## src/rtl/serial_subtractor_4.sv

```systemverilog
// Bit-serial subtractor: diff = a - b - bin, one bit per clock, LSB first.
// A start/busy/done handshake frames each operation; results are held in
// diff/bout until the next operation completes.
// Optional feature: define SERIAL_SUB_OVF_EN to add the two's-complement
// overflow output ovf.
`timescale 1ns / 1ps

module serial_subtractor_4 #(
    parameter int unsigned WIDTH = 4
) (
    input  logic             clk,
    input  logic             rst_n,
    input  logic             start,
    input  logic [WIDTH-1:0] a,
    input  logic [WIDTH-1:0] b,
    input  logic             bin,
`ifdef SERIAL_SUB_OVF_EN
    output logic             ovf,
`endif
    output logic             busy,
    output logic             done,
    output logic [WIDTH-1:0] diff,
    output logic             bout
);

    localparam int unsigned CntW = $clog2(WIDTH);

    typedef enum logic [1:0] {StIdle, StShift, StDone} state_e;

    state_e            r_state;
    state_e            w_state_next;
    // r_a doubles as the partial-result register: each difference bit enters
    // from the MSB side as the consumed minuend bit leaves from the LSB side.
    logic [WIDTH-1:0]  r_a;
    logic [WIDTH-1:0]  r_b;
    logic              r_br;
    logic [CntW-1:0]   r_cnt;
    logic [WIDTH-1:0]  r_diff;
    logic              r_bout;
`ifdef SERIAL_SUB_OVF_EN
    logic              r_amsb;
    logic              r_bmsb;
    logic              r_ovf;
`endif

    logic              w_load;
    logic              w_last;
    logic              w_d;
    logic              w_br_next;

    // Full-subtractor cell on the current LSBs plus handshake decode.
    always_comb begin
        w_d       = r_a[0] ^ r_b[0] ^ r_br;
        w_br_next = (~r_a[0] & r_b[0]) | (~(r_a[0] ^ r_b[0]) & r_br);
        w_load    = (r_state == StIdle) && start;
        w_last    = (r_state == StShift) && (r_cnt == CntW'(WIDTH - 1));
    end

    // State register.
    always_ff @(posedge clk or negedge rst_n) begin
        if (!rst_n) begin
            r_state <= StIdle;
        end else begin
            r_state <= w_state_next;
        end
    end

    // Next-state and handshake outputs.
    always_comb begin
        w_state_next = r_state;
        busy         = 1'b0;
        done         = 1'b0;
        unique case (r_state)
            StIdle: begin
                if (start) begin
                    w_state_next = StShift;
                end
            end
            StShift: begin
                busy = 1'b1;
                if (w_last) begin
                    w_state_next = StDone;
                end
            end
            StDone: begin
                busy         = 1'b1;
                done         = 1'b1;
                w_state_next = StIdle;
            end
            default: w_state_next = StIdle;
        endcase
    end

    // Operand capture, serial shifting and result load on the final bit.
    always_ff @(posedge clk or negedge rst_n) begin
        if (!rst_n) begin
            r_a    <= '0;
            r_b    <= '0;
            r_br   <= 1'b0;
            r_cnt  <= '0;
            r_diff <= '0;
            r_bout <= 1'b0;
`ifdef SERIAL_SUB_OVF_EN
            r_amsb <= 1'b0;
            r_bmsb <= 1'b0;
            r_ovf  <= 1'b0;
`endif
        end else if (w_load) begin
            r_a    <= a;
            r_b    <= b;
            r_br   <= bin;
            r_cnt  <= '0;
`ifdef SERIAL_SUB_OVF_EN
            r_amsb <= a[WIDTH-1];
            r_bmsb <= b[WIDTH-1];
`endif
        end else if (r_state == StShift) begin
            r_a   <= {w_d, r_a[WIDTH-1:1]};
            r_b   <= {1'b0, r_b[WIDTH-1:1]};
            r_br  <= w_br_next;
            r_cnt <= r_cnt + CntW'(1);
            if (w_last) begin
                r_diff <= {w_d, r_a[WIDTH-1:1]};
                r_bout <= w_br_next;
`ifdef SERIAL_SUB_OVF_EN
                r_ovf  <= (r_amsb ^ r_bmsb) & (w_d ^ r_amsb);
`endif
            end
        end
    end

    assign diff = r_diff;
    assign bout = r_bout;
`ifdef SERIAL_SUB_OVF_EN
    assign ovf  = r_ovf;
`endif

endmodule
```

## config.mk

```make
export PLATFORM = sky130hd
export DESIGN_NAME = serial_subtractor_4
export DESIGN_NICKNAME = d
export VERILOG_FILES = /design/src/rtl/serial_subtractor_4.sv
export SDC_FILE = /design/constraint.sdc
export NUM_CORES = 1
export LEC_CHECK = 0
export CAP_MARGIN = 20
export CORE_MARGIN = 1
export CORE_UTILIZATION = 43
export DETAILED_ROUTE_END_ITERATION = 6
export DONT_BUFFER_PORTS = 1
export PLACE_DENSITY = 0.55
export REMOVE_ABC_BUFFERS = 1
export SYNTH_ARGS = -nofsm -noshare
export SYNTH_HDL_FRONTEND = slang
export SYNTH_SLANG_ARGS = --single-unit
```

## constraint.sdc

```tcl
create_clock -name clk -period 1.85 [get_ports clk]
set_clock_uncertainty 0.2 [all_clocks]
set_input_delay 0.185 -clock clk [delete_from_list [all_inputs] [get_ports clk]]
set_output_delay 0.185 -clock clk [all_outputs]
set_load 0.01 [all_outputs]
```

---- Word level (Yosys, flattened, before mapping) ----
Cells that the tools add are included.
storage, ports and cells
  logic and storage cells ................. 41
  flip-flop bits (word level) ............. 18
cells by class
  reduce and logical (&&, ||, !) cells .... 7
  eq/ne operators ......................... 5
  muxes and demuxes ....................... 13
  add/subtract/negate cells ............... 1
  bitwise logic cells ..................... 8
operators with widths
  cell                   count
  $mux W4                4
  $mux W2                4
  $eq A2 B2 Y1 const B   2
  $mux W1                4
  $ne A2 B2 Y1 const B   2
  $pmux W2 S2            1
  $not A1 Y1             3
  $reduce_and A3 Y1      1
  $add A2 B1 Y2 const B  1
  $and A1 B1 Y1          2
  $eq A2 B1 Y1 const B   1
  $logic_and A1 B1 Y1    2
  $logic_not A2 Y1       1
  $reduce_and A2 Y1      1
  $reduce_bool A2 Y1     1
  $reduce_or A2 Y1       1
  $xor A1 B1 Y1          2
  $or A1 B1 Y1           1

---- Longest topological paths before layout ----
  word-level depth ........................ 6
  depth in mapped cells ................... 7
  mapped depth without buffers ............ 5

---- Worst setup path after synthesis ----
No wires, ideal clock.
  path type ............................... reg2reg
  start ................................... register r_state[1]
  end ..................................... register r_diff[0] (netlist: diff[0])
  stages on the path, launching flop included .. 7
  setup slack ............................. 0.304 ns
  library setup time ...................... 0.125 ns
  data arrival time ....................... 1.221 ns
  cell sequence ........................... dfrtp_1 > inv_1 > ha_1 > buf_6 > nand2_4 > nor2_8 > mux2_4
on the way
  cells in the longest elaborated chain, start to end .. 4
  elaborated cells on any way between the ends .. 6
  classes of those cells .................. eq/ne: 1; bitwise: 1; reduce/logical: 4
RTL lines
  item                             line  RTL
  start: declaration               30    state_e r_state;
  start signal: assignment         62    r_state <= StIdle;
  start signal: assignment         64    r_state <= w_state_next;
  $logic_not A2 Y1                 55    w_load = (r_state == StIdle) && start;
  $logic_and A1 B1 Y1              55
  $not A1 Y1 (no line)             n/a
  $reduce_and A3 Y1 (no line) (*)  n/a
  end signal: assignment           123   r_diff <= {w_d, r_a[WIDTH-1:1]};
  end: declaration                 38    logic [WIDTH-1:0] r_diff;
Mark *: on every way between the ends. The rest lies on a longest branch, timed or not.
A chain may end at the register's enable or synchronous reset.

---- Final worst setup path ----
  start ................................... register r_state[0]
  end ..................................... register r_diff[2] (netlist: diff[2])
The elaborated chain is that of the path after synthesis.

==> flow_summary.rst <==
.. list-table::
   :header-rows: 1

   * - Metric
     - Value
   * - Top cells by count, synth
     - 18 x sky130_fd_sc_hd__dfrtp_1, 10 x sky130_fd_sc_hd__nand2_1, 8 x sky130_fd_sc_hd__mux2i_1, 8 x sky130_fd_sc_hd__o21ai_0
   * - Worst vdd rail ir drop
     - around 0.75 mV
   * - Hold Violations, Final
     - 0
   * - Critical path type
     - flip-flop to flip-flop
   * - ANT nets after route
     - 0
   * - Average cell area after synthesis
     - 11.9 um2
   * - Post-place setup slack
     - approximately 0.17 ns
   * - Share of flip-flops with an asynchronous set or reset after synthesis
     - 100%
   * - Total of max-cap violations
     - 0
   * - CTS buffer count
     - 3
   * - Clock-pin slew on the worst setup and hold paths
     - 0.10 ns
   * - Global route overflow
     - 0
   * - Result of the run
     - complete, no violations
   * - Yosys warns
     - 0
   * - Actual transition at the worst max-transition pin
     - between 0.8 and 0.9 ns
   * - Worst hold margin
     - between 0.07 and 0.08 ns
   * - Largest cells by area after synthesis
     - sky130_fd_sc_hd__dfrtp_1 48%, sky130_fd_sc_hd__mux2i_1 8.5%, sky130_fd_sc_hd__ha_1 6.7%
   * - Layout overhead on the synthesized area
     - 15.9%
   * - Layout cell share with drive strength beyond 1
     - 15.2%
   * - Number of pins with negative max-slew slack in the final report
     - 0
   * - Cell family with the largest share of critical-path delay
     - flip-flops
   * - Power per Cell Area
     - around 1700 mW/mm2
   * - Number of storage elements in the synthesis netlist
     - 18
   * - Core Footprint
     - about 0.002 mm2
   * - Number of top-level design ports
     - 19
   * - Largest net degree at the start of global routing
     - 24
   * - Antenna violations before repair
     - 0
   * - Antenna fix cells
     - 0
   * - Min Tclk post-route
     - approximately 1.7 ns
   * - Leakage power summed over all cells
     - 0.000507 uW
   * - Routability congestion estimate from global placement
     - between 0.7 and 0.8
   * - Number of input and output port buffers inserted
     - 0
   * - Detailed placer's ending HPWL
     - between 1000 and 1500 um
   * - Unrepaired setup endpoints after global routing
     - false
   * - Starting utilization of the core area
     - 46.9%
   * - Vias in the first global route
     - around 640
   * - Drt wl/cell
     - 12.5 um
   * - Overall routing resource usage
     - around 15%
   * - DIE AREA
     - around 0.0024 mm2
   * - Number of buffers on the longest clock path
     - 2
   * - Share of the synthesized area in the top cell type
     - 48.0%
   * - Relative max-transition margin
     - between 40% and 50%
   * - Number of core rows
     - 16
   * - DRT Wirelength
     - around 1500 um
   * - Max stage delay on crit path
     - 0.41 ns
   * - Worst EP required
     - about 1.8 ns
   * - Prevailing post-synth register cell
     - sky130_fd_sc_hd__dfrtp_1
   * - X dimension of the die
     - slightly below 50 um
   * - CP Launch Type
     - flip-flop
   * - Fmax
     - 595 MHz
   * - Setup-failing EPs final
     - 0
   * - Wire length of the first global-routing pass
     - between 2000 and 3000 um
   * - 1st-iter DRT viols
     - 6
   * - Worst setup EP type
     - flip-flop
   * - H-tree levels
     - 1
   * - Cell accounting for the most synthesized area
     - sky130_fd_sc_hd__dfrtp_1
   * - Clk Latency, worst-skew pair
     - between 0.2 and 0.3 ns
   * - Sequential fraction of the synthesis area
     - between 40 and 50%
   * - Post-route setup slack
     - roughly 0.17 ns
   * - Most frequently used cell type in the post-synthesis netlist
     - sky130_fd_sc_hd__dfrtp_1
   * - Nets@finish
     - around 110
   * - Crit path arrival time
     - about 1.7 ns
   * - Die outline height
     - 48.7 um
   * - TritonCTS clock tree
     - done
   * - DRT Pass-1 Iters
     - 2
   * - Via count
     - 579
   * - Drt drc
     - 0
   * - Maximum fanout count along the critical path
     - 23
   * - Synth cell types
     - 23
   * - Number of flops mapped to enable cells by yosys
     - 0
   * - Post-route fraction of the period consumed by the critical path
     - roughly nine tenths
   * - Cell Chain, Critical Path
     - inv_1, ha_1, and2_4, nor2_8, mux2_4
   * - Slowest stage cell on the critical path
     - sky130_fd_sc_hd__dfrtp_1
   * - Detailed-route vias per instance
     - between 4 and 5
   * - Class of the tightest hold or removal check
     - input port to flip-flop
   * - Library cell used as clock root buffer
     - sky130_fd_sc_hd__clkbuf_4
   * - Number of instances in the synthesized netlist
     - ~80
   * - CTS sink count
     - 18
   * - Synthesized area
     - 938 um2
   * - Number of buffer and inverter instances along the worst setup path
     - 1
-- logic make-up (layout without fill, tap and decap cells) --
logic type	Yosys count	count (layout)	share of synthesized area [%]
flops	18	18	48.0
buf+inv	9	22	6.93
simple gates	17	17	10.7
compound gates	15	15	8.53
fa+ha+maj	6	6	8.80
mux	13	13	16.1
xor+xnor	1	1	0.934
-- cells in the final DEF (no fill, tap or decap), types with 2 or more instances in the layout --
cell type / count
sky130_fd_sc_hd__buf_4: 2
sky130_fd_sc_hd__clkbuf_4: 3
sky130_fd_sc_hd__dfrtp_1: 18
sky130_fd_sc_hd__dlygate4sd3_1: 11
sky130_fd_sc_hd__ha_1: 5
sky130_fd_sc_hd__inv_1: 5
sky130_fd_sc_hd__mux2_4: 4
sky130_fd_sc_hd__mux2i_1: 8
sky130_fd_sc_hd__nand2_1: 10
sky130_fd_sc_hd__nor2_1: 2
sky130_fd_sc_hd__o21ai_0: 8
sky130_fd_sc_hd__o21ai_1: 4
-- path summary, 6_finish.rpt --
check                           slack, ns                endpoint              startpoint  depth (start not counted)
worst max-delay path                 0.17     diff[2]$_DFFE_PN0P_  r_state[0]$_DFFE_PN0P_                          5
worst min-delay path                 0.07    r_cnt[0]$_DFFE_PN0P_                   start                          2
worst max register to register       0.17     diff[2]$_DFFE_PN0P_  r_state[0]$_DFFE_PN0P_                          5
worst min register to register       0.34    r_cnt[1]$_DFFE_PN0P_    r_cnt[1]$_DFFE_PN0P_                          2
max in group asynchronous            0.72      r_b[0]$_DFFE_PN0P_                   rst_n                          1
min in group asynchronous            0.22  r_state[0]$_DFFE_PN0P_                   rst_n                          1
-- power by group --
group | switching [uW] | internal, uW
logic | 430 | 432
clock network | 119 | 120
registers | 146 | 591
total | 696 | 1140
-- registers in the layout, summed over array words and instances, names as in the netlist --
register,count
r_cnt,2
r_state,2
r_br,1
r_b,4
diff,4
r_a,4
bout,1
-- stage by stage --
step           instance area [um2]  setup TNS (ns)  instances  total power (uW)  util [%]
2_1_floorplan                  892          -0.210         75              1410         -
3_3_place_gp                   941               0        104              1580      47.0
3_5_place_dp                   941               0        104              1600      47.0
4_1_cts                       1090               0        119              1870      54.3
5_1_grt                       1090               0        119              2020      54.3
6_report                      1090               0        119              1840      54.3
-- layout make-up --
type | count | area [um2]
Fill cell | 179 | 915
Sequential cell | 18 | 450
Multi-Input combinational cell | 52 | 423
Timing Repair Buffer | 13 | 125
Clock buffer | 4 | 36.3
Tap cell | 27 | 33.8
Inverter | 5 | 18.8
-- timing repair --
action	4_1_cts	5_1_grt
hold buffers	11	0
gates resized for setup	0	0
buffers inserted	0	0
endpoints found under the hold margin	28	0
-- per-layer routing --
layer  track usage (%)  up-vias  share of wire [%]  wire (um)
li1                  -      289                  -          -
met1              17.4      271                 46        680
met2              27.3       17                 48        720
met3              5.03        2                4.8         72
met4              4.41        0               0.87         13
met5                 0        -                  0          0
(Power assumes the default switching activity.)
